## src/rtl/coram_read_dma_pkg.sv

```systemverilog
// rtl/coram_read_dma_pkg.sv - shared FSM states, 4KB boundary constant and log2 helper for the read DMA
package coram_read_dma_pkg;

  typedef enum logic [1:0] {
    ST_IDLE = 2'd0,
    ST_REQ  = 2'd1,
    ST_DATA = 2'd2,
    ST_DONE = 2'd3
  } state_t;

  localparam int unsigned BOUNDARY_BYTES = 4096;

  function automatic int unsigned clog2_fn(input int unsigned value);
    int unsigned r;
    r = 0;
    for (int unsigned i = 0; i < 32; i++) begin
      if ((32'd1 << i) < value) r = i + 1;
    end
    return r;
  endfunction

endpackage

```

## src/rtl/coram_dma_burst_calc.sv

```systemverilog
// rtl/coram_dma_burst_calc.sv - combinational burst sizer: min(remaining, max burst, beats to next 4KB boundary)
module coram_dma_burst_calc
  import coram_read_dma_pkg::*;
#(
  parameter int DATA_WIDTH    = 32,
  parameter int SIZE_WIDTH    = 32,
  parameter int MAX_BURST_LEN = 256
) (
  input  logic [SIZE_WIDTH-1:0] remaining,
  input  logic [11:0]           addr_offset,
  output logic [8:0]            len,
  output logic [7:0]            arlen
);

  localparam int BEAT_SHIFT = clog2_fn(DATA_WIDTH / 8);

  logic [12:0] to_boundary;
  logic [12:0] limit;

  // addr_offset is beat aligned, so at least one beat always fits before the boundary
  assign to_boundary = (13'(BOUNDARY_BYTES) - {1'b0, addr_offset}) >> BEAT_SHIFT;
  assign limit       = (to_boundary < 13'(MAX_BURST_LEN)) ? to_boundary : 13'(MAX_BURST_LEN);
  assign len         = (remaining < SIZE_WIDTH'(limit)) ? 9'(remaining) : 9'(limit);
  assign arlen       = 8'(len - 9'd1);

endmodule

```

## src/rtl/coram_read_dma.sv

```systemverilog
// rtl/coram_read_dma.sv - read DMA: splits one command into INCR bursts and streams beats into local RAM
// Optional CORAM_DMA_RLAST_CHECK_EN counts beats per burst and adds a sticky protocol_error output.
module coram_read_dma
  import coram_read_dma_pkg::*;
#(
  parameter int ADDR_WIDTH     = 32,
  parameter int DATA_WIDTH     = 32,
  parameter int RAM_ADDR_WIDTH = 10,
  parameter int SIZE_WIDTH     = 32,
  parameter int MAX_BURST_LEN  = 256
) (
  input  logic                      ACLK,
  input  logic                      ARESET,
`ifdef CORAM_DMA_RLAST_CHECK_EN
  output logic                      protocol_error,
`endif
  input  logic                      cmd_valid,
  input  logic [ADDR_WIDTH-1:0]     cmd_addr,
  input  logic [SIZE_WIDTH-1:0]     cmd_size,
  input  logic [RAM_ADDR_WIDTH-1:0] cmd_ram_addr,
  output logic                      cmd_ready,
  output logic                      busy,
  output logic                      done,
  output logic                      arvalid,
  output logic [ADDR_WIDTH-1:0]     araddr,
  output logic [7:0]                arlen,
  input  logic                      arready,
  input  logic [DATA_WIDTH-1:0]     rdata,
  input  logic                      rlast,
  input  logic                      rvalid,
  output logic                      rready,
  output logic                      ram_we,
  output logic [RAM_ADDR_WIDTH-1:0] ram_addr,
  output logic [DATA_WIDTH-1:0]     ram_wdata
);

  localparam int BEAT_SHIFT = clog2_fn(DATA_WIDTH / 8);
  localparam logic [ADDR_WIDTH-1:0] BEAT_MASK = ADDR_WIDTH'((1 << BEAT_SHIFT) - 1);

  state_t                    state_q, state_d;
  logic [ADDR_WIDTH-1:0]     addr_q, addr_d;
  logic [SIZE_WIDTH-1:0]     remaining_q, remaining_d;
  logic [RAM_ADDR_WIDTH-1:0] ram_ptr_q, ram_ptr_d;
  logic [8:0]                len_q, len_d;
  logic                      arvalid_q, arvalid_d;
  logic [ADDR_WIDTH-1:0]     araddr_q, araddr_d;
  logic [7:0]                arlen_q, arlen_d;
  logic                      done_q, done_d;
  logic                      ram_we_q, ram_we_d;
  logic [RAM_ADDR_WIDTH-1:0] ram_addr_q, ram_addr_d;
  logic [DATA_WIDTH-1:0]     ram_wdata_q, ram_wdata_d;
  logic [8:0]                calc_len;
  logic [7:0]                calc_arlen;
  logic                      burst_end;
`ifdef CORAM_DMA_RLAST_CHECK_EN
  logic [8:0]                beat_cnt_q, beat_cnt_d;
  logic                      perr_q, perr_d;
  logic                      beat_is_len;
`endif

  coram_dma_burst_calc #(
    .DATA_WIDTH    (DATA_WIDTH),
    .SIZE_WIDTH    (SIZE_WIDTH),
    .MAX_BURST_LEN (MAX_BURST_LEN)
  ) u_burst_calc (
    .remaining   (remaining_q),
    .addr_offset (addr_q[11:0]),
    .len         (calc_len),
    .arlen       (calc_arlen)
  );

  always_comb begin
    state_d     = state_q;
    addr_d      = addr_q;
    remaining_d = remaining_q;
    ram_ptr_d   = ram_ptr_q;
    len_d       = len_q;
    arvalid_d   = arvalid_q;
    araddr_d    = araddr_q;
    arlen_d     = arlen_q;
    done_d      = 1'b0;
    ram_we_d    = 1'b0;
    ram_addr_d  = ram_addr_q;
    ram_wdata_d = ram_wdata_q;
    burst_end   = 1'b0;
`ifdef CORAM_DMA_RLAST_CHECK_EN
    beat_cnt_d  = beat_cnt_q;
    perr_d      = perr_q;
    beat_is_len = 1'b0;
`endif
    case (state_q)
      ST_IDLE: begin
        if (cmd_valid) begin
          addr_d      = cmd_addr & ~BEAT_MASK;
          remaining_d = cmd_size;
          ram_ptr_d   = cmd_ram_addr;
          if (cmd_size == '0) begin
            state_d = ST_DONE;
            done_d  = 1'b1;
          end else begin
            state_d = ST_REQ;
          end
        end
      end
      ST_REQ: begin
        // First REQ cycle loads the AR registers; they then stay frozen until arready
        if (!arvalid_q) begin
          arvalid_d = 1'b1;
          araddr_d  = addr_q;
          arlen_d   = calc_arlen;
          len_d     = calc_len;
        end else if (arready) begin
          arvalid_d   = 1'b0;
          remaining_d = remaining_q - SIZE_WIDTH'(len_q);
          addr_d      = addr_q + (ADDR_WIDTH'(len_q) << BEAT_SHIFT);
          state_d     = ST_DATA;
`ifdef CORAM_DMA_RLAST_CHECK_EN
          beat_cnt_d  = '0;
`endif
        end
      end
      ST_DATA: begin
        if (rvalid) begin
          ram_we_d    = 1'b1;
          ram_addr_d  = ram_ptr_q;
          ram_wdata_d = rdata;
          ram_ptr_d   = ram_ptr_q + RAM_ADDR_WIDTH'(1);
`ifdef CORAM_DMA_RLAST_CHECK_EN
          beat_cnt_d  = beat_cnt_q + 9'd1;
          beat_is_len = (beat_cnt_d == len_q);
          burst_end   = beat_is_len;
          if (rlast != beat_is_len) perr_d = 1'b1;
`else
          burst_end   = rlast;
`endif
          if (burst_end) begin
            if (remaining_q == '0) begin
              state_d = ST_DONE;
              done_d  = 1'b1;
            end else begin
              state_d = ST_REQ;
            end
          end
        end
      end
      ST_DONE: state_d = ST_IDLE;
      default: state_d = ST_IDLE;
    endcase
  end

  always_ff @(posedge ACLK) begin
    if (ARESET) begin
      state_q     <= ST_IDLE;
      addr_q      <= '0;
      remaining_q <= '0;
      ram_ptr_q   <= '0;
      len_q       <= '0;
      arvalid_q   <= 1'b0;
      araddr_q    <= '0;
      arlen_q     <= '0;
      done_q      <= 1'b0;
      ram_we_q    <= 1'b0;
      ram_addr_q  <= '0;
      ram_wdata_q <= '0;
`ifdef CORAM_DMA_RLAST_CHECK_EN
      beat_cnt_q  <= '0;
      perr_q      <= 1'b0;
`endif
    end else begin
      state_q     <= state_d;
      addr_q      <= addr_d;
      remaining_q <= remaining_d;
      ram_ptr_q   <= ram_ptr_d;
      len_q       <= len_d;
      arvalid_q   <= arvalid_d;
      araddr_q    <= araddr_d;
      arlen_q     <= arlen_d;
      done_q      <= done_d;
      ram_we_q    <= ram_we_d;
      ram_addr_q  <= ram_addr_d;
      ram_wdata_q <= ram_wdata_d;
`ifdef CORAM_DMA_RLAST_CHECK_EN
      beat_cnt_q  <= beat_cnt_d;
      perr_q      <= perr_d;
`endif
    end
  end

  assign cmd_ready = (state_q == ST_IDLE);
  assign busy      = (state_q != ST_IDLE);
  assign rready    = (state_q == ST_DATA);
  assign done      = done_q;
  assign arvalid   = arvalid_q;
  assign araddr    = araddr_q;
  assign arlen     = arlen_q;
  assign ram_we    = ram_we_q;
  assign ram_addr  = ram_addr_q;
  assign ram_wdata = ram_wdata_q;
`ifdef CORAM_DMA_RLAST_CHECK_EN
  assign protocol_error = perr_q;
`endif

endmodule
```

## config.mk

```make
export PLATFORM = sky130hd
export DESIGN_NAME = coram_read_dma
export DESIGN_NICKNAME = d
export VERILOG_FILES = /design/src/rtl/coram_read_dma_pkg.sv /design/src/rtl/coram_dma_burst_calc.sv /design/src/rtl/coram_read_dma.sv
export SDC_FILE = /design/constraint.sdc
export NUM_CORES = 1
export LEC_CHECK = 0
export CAP_MARGIN = 20
export CORE_MARGIN = 2
export CORE_UTILIZATION = 40
export CTS_CLUSTER_DIAMETER = 30
export DETAILED_ROUTE_END_ITERATION = 6
export PLACE_DENSITY = 0.77
export RECOVER_POWER = 50
export SYNTH_ARGS = -nofsm -noshare
export SYNTH_HDL_FRONTEND = slang
export SYNTH_SLANG_ARGS = --single-unit
```

## constraint.sdc

```tcl
create_clock -name ACLK -period 4.6 [get_ports ACLK]
set_clock_uncertainty 0.1 [all_clocks]
set_input_delay 0.46 -clock ACLK [delete_from_list [all_inputs] [get_ports ACLK]]
set_output_delay 0.46 -clock ACLK [all_outputs]
set_load 0.02 [all_outputs]
```

==> reports/metrics.yaml, run 1 <==
ctsRootBufferMaster: "clkbuf_16"
hold_violations: 0
nFillCells: 2040
fmax_ghz: 0.233
violations: "capacitance limit, slew limit"
coreArea_sq_um: 22000
maxCapViolCount: 1
ctsHoldBuffers: 0
cp_slowest_cell: "or4b_4"
fin_crit_ns: 4.30
ir_worst_vdd_mv: 0.227
syn_area_sq_um: 9030
grt_first_pass_wirelength_mm: 47.4
arrival_ns: 4.49
synth-seq-cells: 166
drt_iter0_drc: 960
hold_class: "register to register"
via_per_inst: 5.83
power_mw: 4.63
path_cells: "inv_1, ha_1, or4b_4, a2111oi_4, o21ai_2, inv_2, nand3_1, ha_1, a21oi_1, a21oi_1, o31ai_1, and4b_2, mux2i_4, ha_4, nand2_1, nor2_1, xnor2_1, nand2_1, o211ai_1, a21oi_1"
syn_avg_cell_area_sq_um: 7.49
rows: 54
regArea_sq_um: 3320
crit_type: "register to register"
synth_xor_area_share_pct: 1.65
final_common_cell: "nand2_1"
setup_viol: 0
die_h_um: 154
overflow: 0
grt_usage_pct: 24.6
layout_common_cells: "nand2_1 (237), dfxtp_1 (166), a21oi_1 (124), clkdlybuf4s50_1 (109), dlygate4sd3_1 (85)"
via_count: 9636
max_slew_margin_pct: -20.1
multi_input_area_sq_um: 5300
antenna_left: 0
required_ns: 4.80
synth-simple-area-share_pct: 26.4
die-area_sq_um: 23800
clock_latency_ns: 0.44
clk_pin_slew_ns: 0.07
cts.sinks: 166
seq_area_frac_synth_pct: 36.8
io_buffers: 195
outcome: "finished with violations"
synth-edff-count: 0
synth_warnings: 0
place_congestion: 0.878
tns_ns: 0
clockBufferDepth: 2
ys_types: 67
place_hpwl_mm: 20.7
cpPeakStageDelay_ns: 0.51
postSynthCellCount: 1205
powerDensity_nw_per_um2: 387
routed_wirelength_mm: 29.5
drc: 0
antenna_found_initial: 0
synth_compound_area_share_pct: 24.4
tritoncts: "built"
cp-end-kind: "register"
grt_pass1_vias: 9084
num_io_pins: 200
path_buf_inv: 2
areaGrowthSynthToFinish_pct: 32.4
cpLargestDelayFamily: "simple AND/OR/NAND/NOR gates"
final_layout_size_suffix_gt1_share_pct: 6.33
synth_top_family_by_area: "simple AND/OR/NAND/NOR gates"
grt_max_degree: 83
dp.cells: 1619
crit_top_cell: "a21oi_1"
htree_levels: 4
start_util_pct: 41.1
numCtsBuffers: 17
die_w_um: 154
worst_setup_path_start_kind: "register"
period_share_pct: 93.4
num-nets-final: 1505
synth_ff_type: "dfxtp_1"
synth-adder-area-share_pct: 4.60
synthArstFlopShare_pct: 0
p_leak_nw: 4.50
tightest_slew_ns: 1.80
diodes: 0
drt_pass1_iterations: 5
synthMuxAreaShare_pct: 0.776
cp_max_fo: 7
layoutNonFillerInstCount: 1654
report.final.slew_viol_count: 49
wl_per_cell_um: 17.8
[worst min-delay path, cell delays in order (launching register included)]
cell     delay [ns]
dfxtp_1        0.30
nand2_1        0.05
a21oi_1        0.05
[Yosys cell counts, types with 12 or more instances]
library cell  number  area share (%)
nand2_1          237             9.9
dfxtp_1          166              37
a21oi_1          126             7.0
nor2_1            79             3.3
clkbuf_1          77             3.2
o21ai_0           59             3.3
nand3_1           44             2.4
a211oi_1          39             3.2
nor3_1            35             1.9
ha_1              30             4.2
inv_1             29             1.2
nor4_1            22             1.5
a311oi_1          21             2.0
a31oi_1           17             1.2
o211ai_1          14             1.2
nand4_1           13            0.90
or4_1             12             1.0
[stage by stage]
| stage | utilization (%) | setup slack (ns) | hold slack, ns | area, sq um |
|---|---|---|---|---|
| after global placement | 51.1 | 0.123 | 0.341 | 11200 |
| final | 54.4 | 0.302 | 0.350 | 12000 |
| after global routing | 54.4 | -0.0143 | 0.369 | 12000 |
| after detailed placement | 51.1 | 0.0224 | 0.345 | 11200 |
| after floorplan | - | 0.00896 | 0.335 | 9030 |
| after CTS | 54.2 | 0.0541 | 0.355 | 11900 |
[sequential cells by signal, summed over array words and instances (netlist names)]
signal,cells
state_q,2
addr_q,30
arvalid,1
ram_ptr_q,10
ram_wdata,32
remaining_q,32
arlen,8
araddr,30
len_q,9
done,1
ram_addr,10
ram_we,1
[layout make-up]
type / count / share of cell area [%]
multi-input combinational: 918 / 44.3
sequential: 166 / 27.8
clock inverter: 14 / 1.99
tap: 280 / 2.93
timing repair buffer: 228 / 18.3
inverter: 30 / 0.942
clock buffer: 18 / 3.67
[per-layer routing]
metal | vias to the layer above | GRT usage, % | wire [um] | part of all wire (%)
met4 | 2 | 7.05 | 602 | 2.0
met3 | 50 | 6.02 | 2640 | 8.9
met2 | 446 | 39.0 | 13200 | 45
li1 | 4671 | - | - | -
met1 | 4467 | 33.3 | 13000 | 44
met5 | - | 1.45 | 45 | 0.15
[report_power, final]
part | switching, mW | total (mW) | internal [mW]
Sequential | 0.138 | 1.70 | 1.57
Clock | 0.649 | 1.65 | 0.998
Combinational | 0.765 | 1.28 | 0.512
[cell families (layout without fill, tap and decap cells)]
family,Yosys count,in the layout
AOI/OAI and AO/OA,346,346
other,2,3
xor gates and xnor gates,17,17
buffers and inverters,122,290
muxes,7,7
DFF,166,166
adders and majority gates,32,32
and+or+nand+nor,513,513
[final timing paths]
| path | from | to | slack, ns | cells after the start |
|---|---|---|---|---|
| setup / recovery | addr_q[2] | arlen[6] | 0.30 | 20 |
| hold / removal | araddr[10] | araddr[10] | 0.35 | 2 |
| setup reg to reg | addr_q[2] | arlen[6] | 0.30 | 20 |
| hold reg to reg | araddr[10] | araddr[10] | 0.35 | 2 |
[timing repair]
action,in CTS,in global routing
pin swaps,0,4
buffers inserted,0,3
endpoints found under the setup margin,1,3
resized for setup,1,8
gates cloned,0,0
Power figures use the tool's default switching activity.
==> inputs of run 2 (changes only) <==
--- a/config.mk
+++ b/config.mk
@@ -6,10 +6,12 @@
 export NUM_CORES = 1
 export LEC_CHECK = 0
 export CAP_MARGIN = 20
+export CORE_ASPECT_RATIO = 1.5
 export CORE_MARGIN = 2
 export CORE_UTILIZATION = 40
 export CTS_CLUSTER_DIAMETER = 30
 export DETAILED_ROUTE_END_ITERATION = 6
+export GPL_ROUTABILITY_DRIVEN = 0
 export PLACE_DENSITY = 0.77
 export RECOVER_POWER = 50
 export SYNTH_ARGS = -nofsm -noshare
==> reports/metrics.yaml, run 2 (same netlist as run 1, synthesis figures left out) <==
tightest_slew_ns: 1.85
reg2reg_depth: 20
drt_pass1_iterations: 7
antenna_left: 0
numCtsBuffers: 17
overflow: 0
io_buffers: 195
maxCapViolCount: 2
grt_max_degree: 77
period_share_pct: 93.2
clock_latency_ns: 0.45
power_mw: 4.39
layout_common_cells: "nand2_1 (236), dfxtp_1 (166), a21oi_1 (125), clkdlybuf4s50_1 (110), dlygate4sd3_1 (84)"
via_count: 9708
hold_class: "register to register"
rows: 67
path_cells: "inv_1, ha_1, or4b_4, a2111oi_4, o21ai_2, inv_2, nand3_1, ha_1, a21oi_1, a21oi_1, o31ai_1, and4b_2, mux2i_2, ha_2, nand2_1, nor2_1, xnor2_1, nand2_1, o211ai_1, a21oi_1"
grt_pass1_vias: 9249
grt_usage_pct: 24.5
nFillCells: 2074
startpoint: "addr_q[3]"
arrival_ns: 4.48
ctsRootBufferMaster: "clkbuf_16"
cpPeakStageDelay_ns: 0.52
ctsHoldBuffers: 0
dpl_worst_slack_ns: -0.00113
r2r_start: "addr_q[3]"
num_io_pins: 200
reg2reg_slack_ns: 0.31
max_slew_margin_pct: -23.6
hold_violations: 0
drt_iter0_drc: 843
clk_pin_slew_ns: 0.06
required_ns: 4.80
num-nets-final: 1502
crit_top_cell: "a21oi_1"
areaGrowthSynthToFinish_pct: 30.6
die_w_um: 127
grt_first_pass_wirelength_mm: 46.9
fin_crit_ns: 4.29
cpLargestDelayFamily: "simple AND/OR/NAND/NOR gates"
coreArea_sq_um: 22300
die-area_sq_um: 23800
cp_max_fo: 7
htree_levels: 4
use_met1_pct: 28.4
postLayoutCoreUtil_pct: 52.9
cp-end-kind: "register"
path_buf_inv: 2
cp_slowest_cell: "or4b_4"
outcome: "finished with violations"
p_leak_nw: 4.42
powerDensity_nw_per_um2: 372
fmax_ghz: 0.233
clockBufferDepth: 2
via_per_inst: 5.90
busiest_layer: "met2"
drc: 0
worst_setup_path_start_kind: "register"
wl_per_cell_um: 18.0
final_layout_size_suffix_gt1_share_pct: 5.70
die_h_um: 188
setup_viol: 0
place_hpwl_mm: 21.0
violations: "capacitance limit, slew limit"
ir_worst_vdd_mv: 0.319
tritoncts: "built"
start_util_pct: 40.5
antenna_found_initial: 0
final_common_cell: "nand2_1"
endpoint: "arlen[6]"
routed_wirelength_mm: 29.6
design_area_sq_um: 11800
placed_area_sq_um: 11200
cp.depth: 20
diodes: 0
hold_ws_ns: 0.349
cts.sinks: 166
report.final.slew_viol_count: 120
gr-usage-met2_pct: 42.8
r2r_end: "arlen[6]"
fin_ws_ns: 0.311
crit_type: "register to register"
met3_usage_pct: 5.08
==> run 2: cell count changes in the layout (fill, tap and decap cells not counted), moves of 2 or more <==
cell	previous run	this run
inv_8	4	0
buf_4	32	27
clkinv_2	0	5
bufinv_16	5	2
clkbuf_1	1	3
==> run 2: repair_timing <==
item,CTS,global route
endpoints found under the setup margin,1,4
buffers inserted,0,2
pin swaps,0,3
gates resized for setup,1,5
==> run 2: area by class of cell <==
cell class                 instances  area [sq um]  area share [%]
multi-input combinational        918          5280            44.8
sequential                       166          3320            28.2
timing repair buffer             225          2160            18.3
clock buffer                      18           439            3.72
tap                              276           345            2.93
clock inverter                    12           128            1.08
inverter                          30           113           0.955
==> run 2: worst min-delay path by stage <==
stage	start	end	slack, ns	cells after the start
2_1_floorplan	addr_q[31]	araddr[31]	0.34	2
3_5_place_dp	ram_wdata[18]	ram_wdata[18]	0.35	2
3_3_place_gp	ram_wdata[7]	ram_wdata[7]	0.34	2
5_1_grt	araddr[31]	araddr[31]	0.36	2
4_1_cts	ram_wdata[18]	ram_wdata[18]	0.35	2
6_report	ram_wdata[18]	ram_wdata[18]	0.35	2
==> run 2: where the power goes <==
group | switching, mW | internal, mW | leakage (nW)
registers | 0.145 | 1.57 | 1.36
clock network | 0.609 | 0.807 | 0.282
logic | 0.753 | 0.508 | 2.78
total | 1.51 | 2.88 | 4.42
==> run 2: worst register-to-register path: cells and delay by family (launching register included) <==
family | cells | cell delay [ns]
AO/OA/AOI/OAI | 7 | 1.06
XOR/XNOR | 1 | 0.13
adder cells (fa/ha/maj) | 3 | 0.74
buffers and inverters | 2 | 0.22
flip-flops | 1 | 0.31
multiplexers | 1 | 0.26
AND/OR/NAND/NOR | 6 | 1.32
==> run 2: metal layers <==
metal	vias to the layer above	routed length, um	share of wire (%)
met5	-	0	0
met4	0	1160	3.9
met3	78	2160	7.3
met2	407	14800	50
met1	4545	11400	39
li1	4678	-	-
==> run 2: metrics by stage <==
step | std cells | setup TNS, ns
after floorplan | 1206 | 0
after global placement | 1613 | 0
after detailed placement | 1613 | -0.00113
after CTS | 1643 | 0
after global routing | 1645 | -0.110
final | 1645 | 0
==> inputs of run 3 (changes only) <==
--- a/config.mk
+++ b/config.mk
@@ -9,7 +9,7 @@
 export CORE_ASPECT_RATIO = 1.5
 export CORE_MARGIN = 2
 export CORE_UTILIZATION = 40
-export CTS_CLUSTER_DIAMETER = 30
+export CTS_CLUSTER_DIAMETER = 200
 export DETAILED_ROUTE_END_ITERATION = 6
 export GPL_ROUTABILITY_DRIVEN = 0
 export PLACE_DENSITY = 0.77
==> constraint.sdc (replaced) <==
create_clock -name ACLK -period 4.6 [get_ports ACLK]
set_clock_uncertainty 0.1 [all_clocks]
set_input_delay 0.92 -clock ACLK [delete_from_list [all_inputs] [get_ports ACLK]]
set_output_delay 0.92 -clock ACLK [all_outputs]
set_load 0.02 [all_outputs]
==> reports/metrics.yaml, run 3 (same netlist as run 1, synthesis figures left out) <==
worst_setup_path_start_kind: "register"
antenna_found_initial: 0
num-nets-final: 1505
layout_common_cells: "nand2_1 (237), dfxtp_1 (166), a21oi_1 (125), clkdlybuf4s50_1 (111), dlygate4sd3_1 (83)"
crit_type: "register to register"
ir_worst_vdd_mv: 0.301
intPower_mw: 2.87
p_clk_share_pct: 31.8
die-area_sq_um: 23800
ctsRootBufferMaster: "clkbuf_16"
ctsHoldBuffers: 0
tns_ns: 0
diodes: 0
fin_crit_ns: 4.27
io_buffers: 195
drt_pass1_iterations: 7
powerDensity_nw_per_um2: 370
outcome: "finished with violations"
num_io_pins: 200
comb_power_share_pct: 29.1
p_leak_nw: 4.43
hold_ws_ns: 0.348
p_sw_mw: 1.49
hold_violations: 0
cp_max_fo: 6
maxCapViolCount: 3
setup_viol: 0
period_share_pct: 92.9
numCtsBuffers: 17
violations: "capacitance limit, slew limit"
rsz0062_at_grt: "no"
nFillCells: 2090
regArea_sq_um: 3320
grt_first_pass_wirelength_mm: 45.9
hold_class: "register to register"
dp.cells: 1616
place_hpwl_mm: 21.0
grt_pass1_vias: 9047
required_ns: 4.78
wl_per_cell_um: 17.6
final_layout_size_suffix_gt1_share_pct: 5.90
fmax_ghz: 0.234
multi_input_area_sq_um: 5280
clk_pin_slew_ns: 0.06
sequentialPowerShare_pct: 39.1
grt_usage_pct: 23.8
drc: 0
htree_levels: 4
tritoncts: "built"
p_sw_share_pct: 34.2
clock_latency_ns: 0.44
die_w_um: 127
power_mw: 4.37
coreArea_sq_um: 22300
routed_wirelength_mm: 29.0
areaGrowthSynthToFinish_pct: 30.8
final_common_cell: "nand2_1"
via_per_inst: 5.87
antenna_left: 0
via_count: 9677
die_h_um: 188
layoutNonFillerInstCount: 1648
overflow: 0
arrival_ns: 4.45
cts.sinks: 166
max_slew_margin_pct: -47.0
start_util_pct: 40.5
grt_max_degree: 82
report.final.slew_viol_count: 146
tightest_slew_ns: 2.21
drt_iter0_drc: 873
cp-end-kind: "register"
clockBufferDepth: 2
rows: 67
run 3: repair_timing:
item | 4_1_cts | 5_1_grt
setup endpoints to repair | 0 | 3
gates resized for setup | 0 | 6
setup buffers | 0 | 2
run 3: cell type report:
cell class / count / share of cell area [%]
multi-input cells: 918 / 44.7
flip-flops and latches: 166 / 28.1
repair buffers: 228 / 18.5
clock buffers: 21 / 3.98
well taps: 276 / 2.92
inverters: 30 / 0.953
clock inverters: 9 / 0.795
run 3: power groups by stage:
stage	Clock (mW)	Combinational (mW)	Sequential, mW
detailed placement	0	1.25	1.73
CTS	1.41	1.26	1.70
global placement	0	1.23	1.73
global route	1.47	1.39	1.72
finish	1.39	1.27	1.71
floorplan	0	0.807	1.73
run 3: worst max-delay path, stage by stage, from the launching register on:
cell and delay (ns):
dfxtp_1 0.31, inv_1 0.07, ha_1 0.17, or4b_4 0.51
a2111oi_4 0.34, o21ai_2 0.16, inv_2 0.14, nand3_1 0.11
ha_1 0.32, a21oi_1 0.14, a21oi_1 0.08, o31ai_1 0.21
and4b_2 0.35, nor2_1 0.07, a21oi_1 0.19, ha_2 0.24
nand2_1 0.08, nor2_1 0.13, xnor2_1 0.14, nand2_1 0.07
o211ai_1 0.10, a21oi_1 0.08
run 3: routing by layer:
layer / global-route usage, % / routed length (um) / part of all wire (%) / vias to the layer above
met3: 4.22 / 1710 / 5.9 / 88
met1: 27.9 / 11600 / 40 / 4579
met2: 41.4 / 14500 / 50 / 345
li1: - / - / - / 4665
met5: 0 / 0 / 0 / -
met4: 12.0 / 1290 / 4.4 / 0
run 3: final timing paths:
| path | to | startpoint | slack [ns] | cells after the start |
|---|---|---|---|---|
| setup reg to reg | arlen[6] | addr_q[2] | 0.33 | 21 |
| hold reg to reg | ram_wdata[21] | ram_wdata[21] | 0.35 | 2 |
| hold / removal | ram_wdata[21] | ram_wdata[21] | 0.35 | 2 |
| setup / recovery | arlen[6] | addr_q[2] | 0.33 | 21 |
run 3: metrics by stage:
stage / setup slack, ns / area, sq um / util, %
6_report: 0.327 / 11800 / 53.0
5_1_grt: 0.0176 / 11800 / 53.0
4_1_cts: 0.0589 / 11800 / 52.8
3_5_place_dp: 0.0797 / 11200 / 50.3
3_3_place_gp: 0.191 / 11200 / 50.3
2_1_floorplan: 0.00896 / 9030 / -
